`src/rtl/fpsqrt_req_issue.sv`:
```
// Request FIFO + start/finish handshake front end for the scalar sqrt unit.
// Optional FIFO bypass when idle and empty: define FPSQRT_ISSUE_BYPASS_EN.
module fpsqrt_req_issue #(
  parameter int DEPTH = 4,
  parameter int TAG_W = 5
) (
  input  logic                     clk,
  input  logic                     rst_n,
  input  logic                     req_valid_i,
  output logic                     req_ready_o,
  input  logic [63:0]              req_op_i,
  input  logic [1:0]               req_fmt_i,
  input  logic [2:0]               req_rm_i,
  input  logic [TAG_W-1:0]         req_tag_i,
  input  logic                     flush_i,
  output logic                     sqrt_start_valid_o,
  input  logic                     sqrt_start_ready_i,
  output logic [63:0]              sqrt_op_o,
  output logic [1:0]               sqrt_fmt_o,
  output logic [2:0]               sqrt_rm_o,
  output logic                     sqrt_flush_o,
  input  logic                     sqrt_finish_valid_i,
  output logic                     sqrt_finish_ready_o,
  input  logic [63:0]              sqrt_res_i,
  input  logic [4:0]               sqrt_fflags_i,
  output logic                     rsp_valid_o,
  input  logic                     rsp_ready_i,
  output logic [63:0]              rsp_res_o,
  output logic [4:0]               rsp_fflags_o,
  output logic [TAG_W-1:0]         rsp_tag_o,
  output logic [$clog2(DEPTH):0]   fifo_cnt_o,
  output logic                     busy_o
);

  localparam int AW = $clog2(DEPTH);
  localparam int PW = AW + 1;

  typedef struct packed {
    logic [63:0]      op;
    logic [1:0]       fmt;
    logic [2:0]       rm;
    logic [TAG_W-1:0] tag;
  } ent_t;

  typedef enum logic {IDLE, BUSY} state_e;

  state_e           state_q, state_d;
  ent_t             mem_q [DEPTH];
  logic [PW-1:0]    wptr_q, wptr_d;
  logic [PW-1:0]    rptr_q, rptr_d;
  logic [TAG_W-1:0] inflight_q, inflight_d;
  logic             rsp_valid_q, rsp_valid_d;
  logic [63:0]      rsp_res_q, rsp_res_d;
  logic [4:0]       rsp_fflags_q, rsp_fflags_d;
  logic [TAG_W-1:0] rsp_tag_q, rsp_tag_d;

  ent_t in_ent, head, issue_ent;
  logic empty, full, byp;
  logic start_valid, fin_ready, req_ready;
  logic start_hs, fin_hs, req_hs, rsp_hs;
  logic push, pop;

  assign in_ent = '{op: req_op_i, fmt: req_fmt_i,
                    rm: req_rm_i, tag: req_tag_i};
  assign head   = mem_q[rptr_q[AW-1:0]];
  assign empty  = (wptr_q == rptr_q);
  assign full   = (wptr_q[AW-1:0] == rptr_q[AW-1:0])
                & (wptr_q[AW] != rptr_q[AW]);

`ifdef FPSQRT_ISSUE_BYPASS_EN
  assign byp = (state_q == IDLE) & empty;
`else
  assign byp = 1'b0;
`endif

  assign issue_ent = byp ? in_ent : head;

  always_comb begin
    state_d     = state_q;
    start_valid = 1'b0;
    fin_ready   = 1'b0;
    req_ready   = !full & !flush_i;
    if (byp) req_ready = (sqrt_start_ready_i | !full) & !flush_i;
    unique case (state_q)
      IDLE: begin
        if (byp) start_valid = req_valid_i & !flush_i;
        else     start_valid = !empty & !flush_i;
        if (start_valid & sqrt_start_ready_i) state_d = BUSY;
      end
      BUSY: begin
        fin_ready = (!rsp_valid_q | rsp_ready_i) & !flush_i;
        if (fin_ready & sqrt_finish_valid_i) state_d = IDLE;
      end
      default: state_d = IDLE;
    endcase
    if (flush_i) state_d = IDLE;
  end

  assign start_hs = start_valid & sqrt_start_ready_i;
  assign fin_hs   = fin_ready & sqrt_finish_valid_i;
  assign req_hs   = req_valid_i & req_ready;
  assign rsp_hs   = rsp_valid_q & rsp_ready_i;
  // A bypassed request that starts immediately never occupies a slot.
  assign push     = req_hs & !(byp & start_hs);
  assign pop      = start_hs & !byp;

  always_comb begin
    wptr_d       = wptr_q + PW'(push);
    rptr_d       = rptr_q + PW'(pop);
    inflight_d   = start_hs ? issue_ent.tag : inflight_q;
    rsp_valid_d  = rsp_valid_q;
    rsp_res_d    = rsp_res_q;
    rsp_fflags_d = rsp_fflags_q;
    rsp_tag_d    = rsp_tag_q;
    if (rsp_hs) rsp_valid_d = 1'b0;
    if (fin_hs) begin
      rsp_valid_d  = 1'b1;
      rsp_res_d    = sqrt_res_i;
      rsp_fflags_d = sqrt_fflags_i;
      rsp_tag_d    = inflight_q;
    end
    if (flush_i) begin
      wptr_d      = '0;
      rptr_d      = '0;
      rsp_valid_d = 1'b0;
    end
  end

  always_ff @(posedge clk) begin
    if (push) mem_q[wptr_q[AW-1:0]] <= in_ent;
  end

  always_ff @(posedge clk or negedge rst_n) begin
    if (!rst_n) begin
      state_q      <= IDLE;
      wptr_q       <= '0;
      rptr_q       <= '0;
      inflight_q   <= '0;
      rsp_valid_q  <= 1'b0;
      rsp_res_q    <= '0;
      rsp_fflags_q <= '0;
      rsp_tag_q    <= '0;
    end else begin
      state_q      <= state_d;
      wptr_q       <= wptr_d;
      rptr_q       <= rptr_d;
      inflight_q   <= inflight_d;
      rsp_valid_q  <= rsp_valid_d;
      rsp_res_q    <= rsp_res_d;
      rsp_fflags_q <= rsp_fflags_d;
      rsp_tag_q    <= rsp_tag_d;
    end
  end

  assign req_ready_o         = req_ready;
  assign sqrt_start_valid_o  = start_valid;
  assign sqrt_op_o           = issue_ent.op;
  assign sqrt_fmt_o          = issue_ent.fmt;
  assign sqrt_rm_o           = issue_ent.rm;
  assign sqrt_flush_o        = flush_i;
  assign sqrt_finish_ready_o = fin_ready;
  assign rsp_valid_o         = rsp_valid_q;
  assign rsp_res_o           = rsp_res_q;
  assign rsp_fflags_o        = rsp_fflags_q;
  assign rsp_tag_o           = rsp_tag_q;
  assign fifo_cnt_o          = wptr_q - rptr_q;
  assign busy_o              = (state_q == BUSY) | !empty | rsp_valid_q;

endmodule

```
`config.mk`:
```
export PLATFORM = sky130hd
export DESIGN_NAME = fpsqrt_req_issue
export DESIGN_NICKNAME = d
export VERILOG_FILES = /design/src/rtl/fpsqrt_req_issue.sv
export SDC_FILE = /design/constraint.sdc
export NUM_CORES = 1
export LEC_CHECK = 0
export ABC_AREA = 1
export CAP_MARGIN = 20
export CORE_ASPECT_RATIO = 0.9
export CORE_UTILIZATION = 33
export CTS_BUF_LIST = sky130_fd_sc_hd__clkbuf_8
export CTS_CLUSTER_SIZE = 8
export DETAILED_ROUTE_END_ITERATION = 16
export GPL_TIMING_DRIVEN = 0
export HOLD_SLACK_MARGIN = 0.08
export MAX_ROUTING_LAYER = met4
export SYNTH_ARGS = -nofsm -noshare
export SYNTH_HDL_FRONTEND = slang
export SYNTH_SLANG_ARGS = --single-unit
```
`constraint.sdc`:
```
create_clock -name clk -period 21.6 [get_ports clk]
set_input_delay 4.32 -clock clk [delete_from_list [all_inputs] [get_ports clk]]
set_output_delay 4.32 -clock clk [all_outputs]
set_load 0.005 [all_outputs]
```
* Word level (Yosys, flattened, before mapping)
Memories as Yosys holds them, arrays and structs flattened.
Index checks and enable logic that the tools add are counted.
** Storage, ports and cells
- Output and inout bits :: 152
- Bits in writable memories :: 296
- Bits in registers :: 87
- Memories kept :: 1
- Word-level logic and storage cells :: 48
** Memories
- mem_q :: words 4, width 74, read ports 1, clocked after memory_dff 0, wr ports 1, line 48 : ent_t mem_q [DEPTH];
** Operators by class
- Bitwise operators :: 14
- Equality and inequality tests :: 3
- $add $sub $neg :: 3
- Multiplexer cells :: 14
- Reduce and logical (&&, ||, !) cells :: 5
** Operators by type and width (count)
- 1-bit 2-to-1 mux :: 11
- 1-bit AND :: 10
- 3-bit by 1-bit adder with 3-bit output :: 2
- 3-bit 2-to-1 mux :: 2
- 1-bit logical NOT :: 4
- 3-bit equality test :: 1
- 1-bit OR :: 3
- 3-bit nonzero test :: 1
- 3-bit subtractor :: 1
- 2-bit equality test :: 1
- 1-bit case mux with 2 select lines :: 1
- 1-bit != test :: 1
- 1-bit inverter :: 1

* Longest topological paths before layout
Gate-level depths: netlist of the first run.
- Depth after elaboration :: 8
- Gate-level depth with buffers :: 13
- Gate-level depth less buffers :: 11

* Least setup slack after synthesis of the first run
Ideal clock, no wire load.
- Kind :: input-to-reg
- Start point :: input flush_i
- End point :: memory mem_q[1][0] in the netlist's numbering, enable pin
- Arrival time :: 9.628 ns
- Slack :: 11.375 ns
- Path buffers :: 0
- Cell stages on the path :: 3
- Cell sequence :: inv_1 nand3_1 nor3_1
** On the way
- Word-level cells in the longest chain between the ends :: 5
** RTL lines
- start, declared :: line 15 : input logic flush_i,
- 1-bit logical NOT :: line 82 : req_ready = !full & !flush_i;
- 1-bit AND :: line 82
- 1-bit AND :: line 101 : assign req_hs = req_valid_i & req_ready;
- 1-bit 2-to-1 mux :: line 130 : if (push) mem_q[wptr_q[AW-1:0]] <= in_ent;
- 1-bit 2-to-1 mux (not written as such) :: line 130
- end, declared :: line 48
Every way passes these cells.

* Worst setup path in the final report of the first run
- Start point :: input flush_i
- End point :: output sqrt_start_valid_o
** On the way
- Word-level cells in the longest chain between the ends :: 4
** RTL lines
- 1-bit logical NOT :: line 87 : else start_valid = !empty & !flush_i;
- 1-bit AND :: line 87
- 1-bit 2-to-1 mux (2 in a row) :: line 84 : unique case (state_q)
- end, declared :: line 16 : output logic sqrt_start_valid_o,
Every way passes these cells. The select of a mux whose other input is x is not followed.

==> results of run 1 <==
==> where the power goes <==
| part | switching (W) | leakage [nW] | internal [W] |
|---|---|---|---|
| Sequential | 0.0000338 | 3.82 | 0.000862 |
| Clock | 0.000289 | 0.677 | 0.000326 |
| Combinational | 0.000127 | 3.45 | 0.000183 |
==> worst max-delay path, cell delays in order <==
cell and delay (ns):
clkdlybuf4s50_1 0.48, buf_2 0.22, nor3_1 0.39, clkdlybuf4s50_1 0.59
==> cells in the mapped netlist <==
cell type,number,area [sq um]
o21ai_1,27,135
buf_1,6,22.5
o21ai_0,122,611
nor3_1,5,25.0
buf_4,83,623
edfxtp_1,296,8890
xor2_1,1,8.76
inv_2,1,3.75
nor2_1,155,582
o22ai_1,74,463
nand4_2,1,12.5
nor2_2,1,6.26
ha_1,6,75.1
buf_2,17,85.1
a21oi_1,2,10.0
buf_6,15,169
nand3_1,78,390
xnor2_1,2,17.5
clkbuf_1,22,82.6
fa_1,1,20.0
nand4_1,1,6.26
or2_4,1,8.76
inv_1,17,63.8
dfrtp_1,87,2180
nand2_1,170,638
==> metrics by stage <==
stage / cells / worst slack, ns / power, W
4_1_cts: 2244 / 11.07 / 0.00184
5_1_grt: 2248 / 11.10 / 0.00191
6_report: 2249 / 11.27 / 0.00182
3_3_place_gp: 2100 / 5.71 / 0.00122
2_1_floorplan: 1191 / 11.37 / 0.00101
3_5_place_dp: 2134 / 11.09 / 0.00122
==> metal layers <==
layer | GRT usage (%) | wire, um
met2 | 29.2 | 19600
met5 | - | 0
met3 | 6.21 | 3740
met4 | 6.33 | 1160
met1 | 21.8 | 17500
==> state kept, by name, summed over array words and instances (netlist names) <==
| signal | count |
|---|---|
| mem_q | 296 |
| rsp_res_o | 64 |
| inflight_q | 5 |
| rsp_fflags_o | 5 |
| rsp_tag_o | 5 |
| rptr_q | 3 |
| wptr_q | 3 |
| rsp_valid_o | 1 |
| state_q | 1 |
==> cells by family after synthesis <==
logic type               after synthesis  share of synthesized area [%]
AO/OA/AOI/OAI                        225                           8.06
adder cells (fa/ha/maj)                7                          0.629
XOR/XNOR                               3                          0.174
AND/OR/NAND/NOR                      412                           11.0
flip-flops                           383                           73.2
buffers and inverters                161                           6.94
==> area by class of cell <==
type	instances	share of cell area [%]
sequential	383	53.9
timing repair buffer	335	16.6
multi-input combinational	647	14.7
buffer	143	4.78
clock buffer	71	4.76
tap	608	3.70
clock inverter	39	1.11
inverter	18	0.329
antenna	5	0.0609
==> worst max-delay path by stage <==
stage	from	endpoint	slack (ns)	depth (start not counted)
2_1_floorplan	flush_i	mem_q[1][0]	11.37	3
3_3_place_gp	flush_i	mem_q[0][35]	5.71	4
3_5_place_dp	flush_i	sqrt_start_valid_o	11.09	4
4_1_cts	flush_i	sqrt_start_valid_o	11.07	4
5_1_grt	flush_i	sqrt_start_valid_o	11.10	4
6_report	flush_i	sqrt_start_valid_o	11.27	4
==> flow_metrics.tcl, run 1 <==
set metrics [dict create \
    outcome "finished clean" \
    reg2reg_from "rptr_q[1]" \
    first_pass_iters 5 \
    synth_nets 1348 \
    antenna_found_initial 4 \
    fin_worst_hold_slack_ns 0.475 \
    clock_skew_ns 0.0187 \
    tightest_slew_ns 0.961 \
    fill_cells 4137 \
    criticalPathCategory "primary input to output port" \
    drv_slew 0 \
    cap_violations 0 \
    drt_iter0_drc 704 \
    drive_gt1_share_pct 14.8 \
    ant_nets 0 \
    multi_input_area_sq_um 3030 \
    syn_area_per_cell_sq_um 12.7 \
    vdd_drop_max_mv 0.0445 \
    die_h_um 205 \
    hp-start "rsp_res_o[1]" \
    synth_cell_type_count 25 \
    holdPathStages 2 \
    cts.sinks 383 \
    fp.coreArea_sq_um 45300 \
    clock_tree.root_cell "clkbuf_8" \
    leakagePower_nw 7.95 \
    grt.overflow.total 0 \
    fp-row-count 74 \
    post-route-util_pct 45.4 \
    worstPathMaxFanout 10 \
    io_pins 302 \
    synth_warnings 0 \
    port_buffers 301 \
    worstSetupStartpointType "primary input" \
    vias_per_cell 4.68 \
    final_common_cell "clkdlybuf4s50_1" \
    grt_start_max_net_pins 61 \
    synth-seq-area-share_pct 73.2 \
    numCtsBuffers 68 \
    reg2reg_depth 14 \
    ys_seq_elements 383 \
    hold_viol 0 \
    mostFrequentLayoutCells "clkdlybuf4s50_1, edfxtp_1, nand2_1, nor2_1, o21ai_0" \
    drc 0 \
    hold_end "rsp_res_o[1]" \
    grt_use_total_pct 18.4 \
    cts_max_path_buffers 3 \
    cts_tree "yes" \
    syn_to_final_growth_pct 35.8 \
    max_freq_ghz 0.0968 \
    initial_core_util_pct 33.4 \
    r2r-end "mem_q[1][39]" \
    period_minus_slack_ns 10.33 \
    insertion_delay_ns 0.62 \
    gp_congestion 0.754 \
    fin_setup_tns_ns 0 \
    h-tree-depth 3 \
    final_area_sq_um 20500 \
    cts_setup_buffers 0 \
    drt-total-wl_um 42000 \
    seqCellArea_sq_um 11100 \
    grt_setup_unrepaired "false" \
    cts-resized-gates 0 \
    wl_per_cell_um 18.7 \
    crit_path_end_kind "output port" \
    path_clk_slew_ns 0.05 \
    r2r_slack_ns 17.57 \
    p_per_area_nw_per_um2 88.7 \
    hpwl_um 29200 \
    timing.slew.headroom_pct 35.6 \
    grt_pass1_wl_um 62000 \
    cts-hold-fix-buffers 0 \
    vias 10500 \
    syn_inst 1191 \
    arrival_ns 6.01 \
    synth_area_sq_um 15100 \
    setup_viol 0 \
    placed_area_sq_um 19300 \
    grt_pass1_vias 10600 \
    period_share_pct 47.8 \
    crit_required_ns 17.28 \
    dieArea_sq_um 46700 \
    nets 1753 \
    hold_path_class "flip-flop to flip-flop" \
    die_w_um 228 \
]
Power figures use the tool's default switching activity.
==> run 2, diff against run 1 <==
- clock period: 21.6 -> 10.5 ns (I/O delays scaled with it)
==> results of run 2 <==
Same layout as run 1 (identical final DEF). Status: finished clean.
Among the figures that moved: setup slack after placement 11.09 ns -> 4.43 ns; setup slack after layout 11.27 ns -> 4.61 ns; register-to-register setup slack 17.57 ns -> 6.47 ns; total power 0.00182 W -> 0.00375 W; worst IR drop on VDD 0.0445 mV -> 0.0916 mV
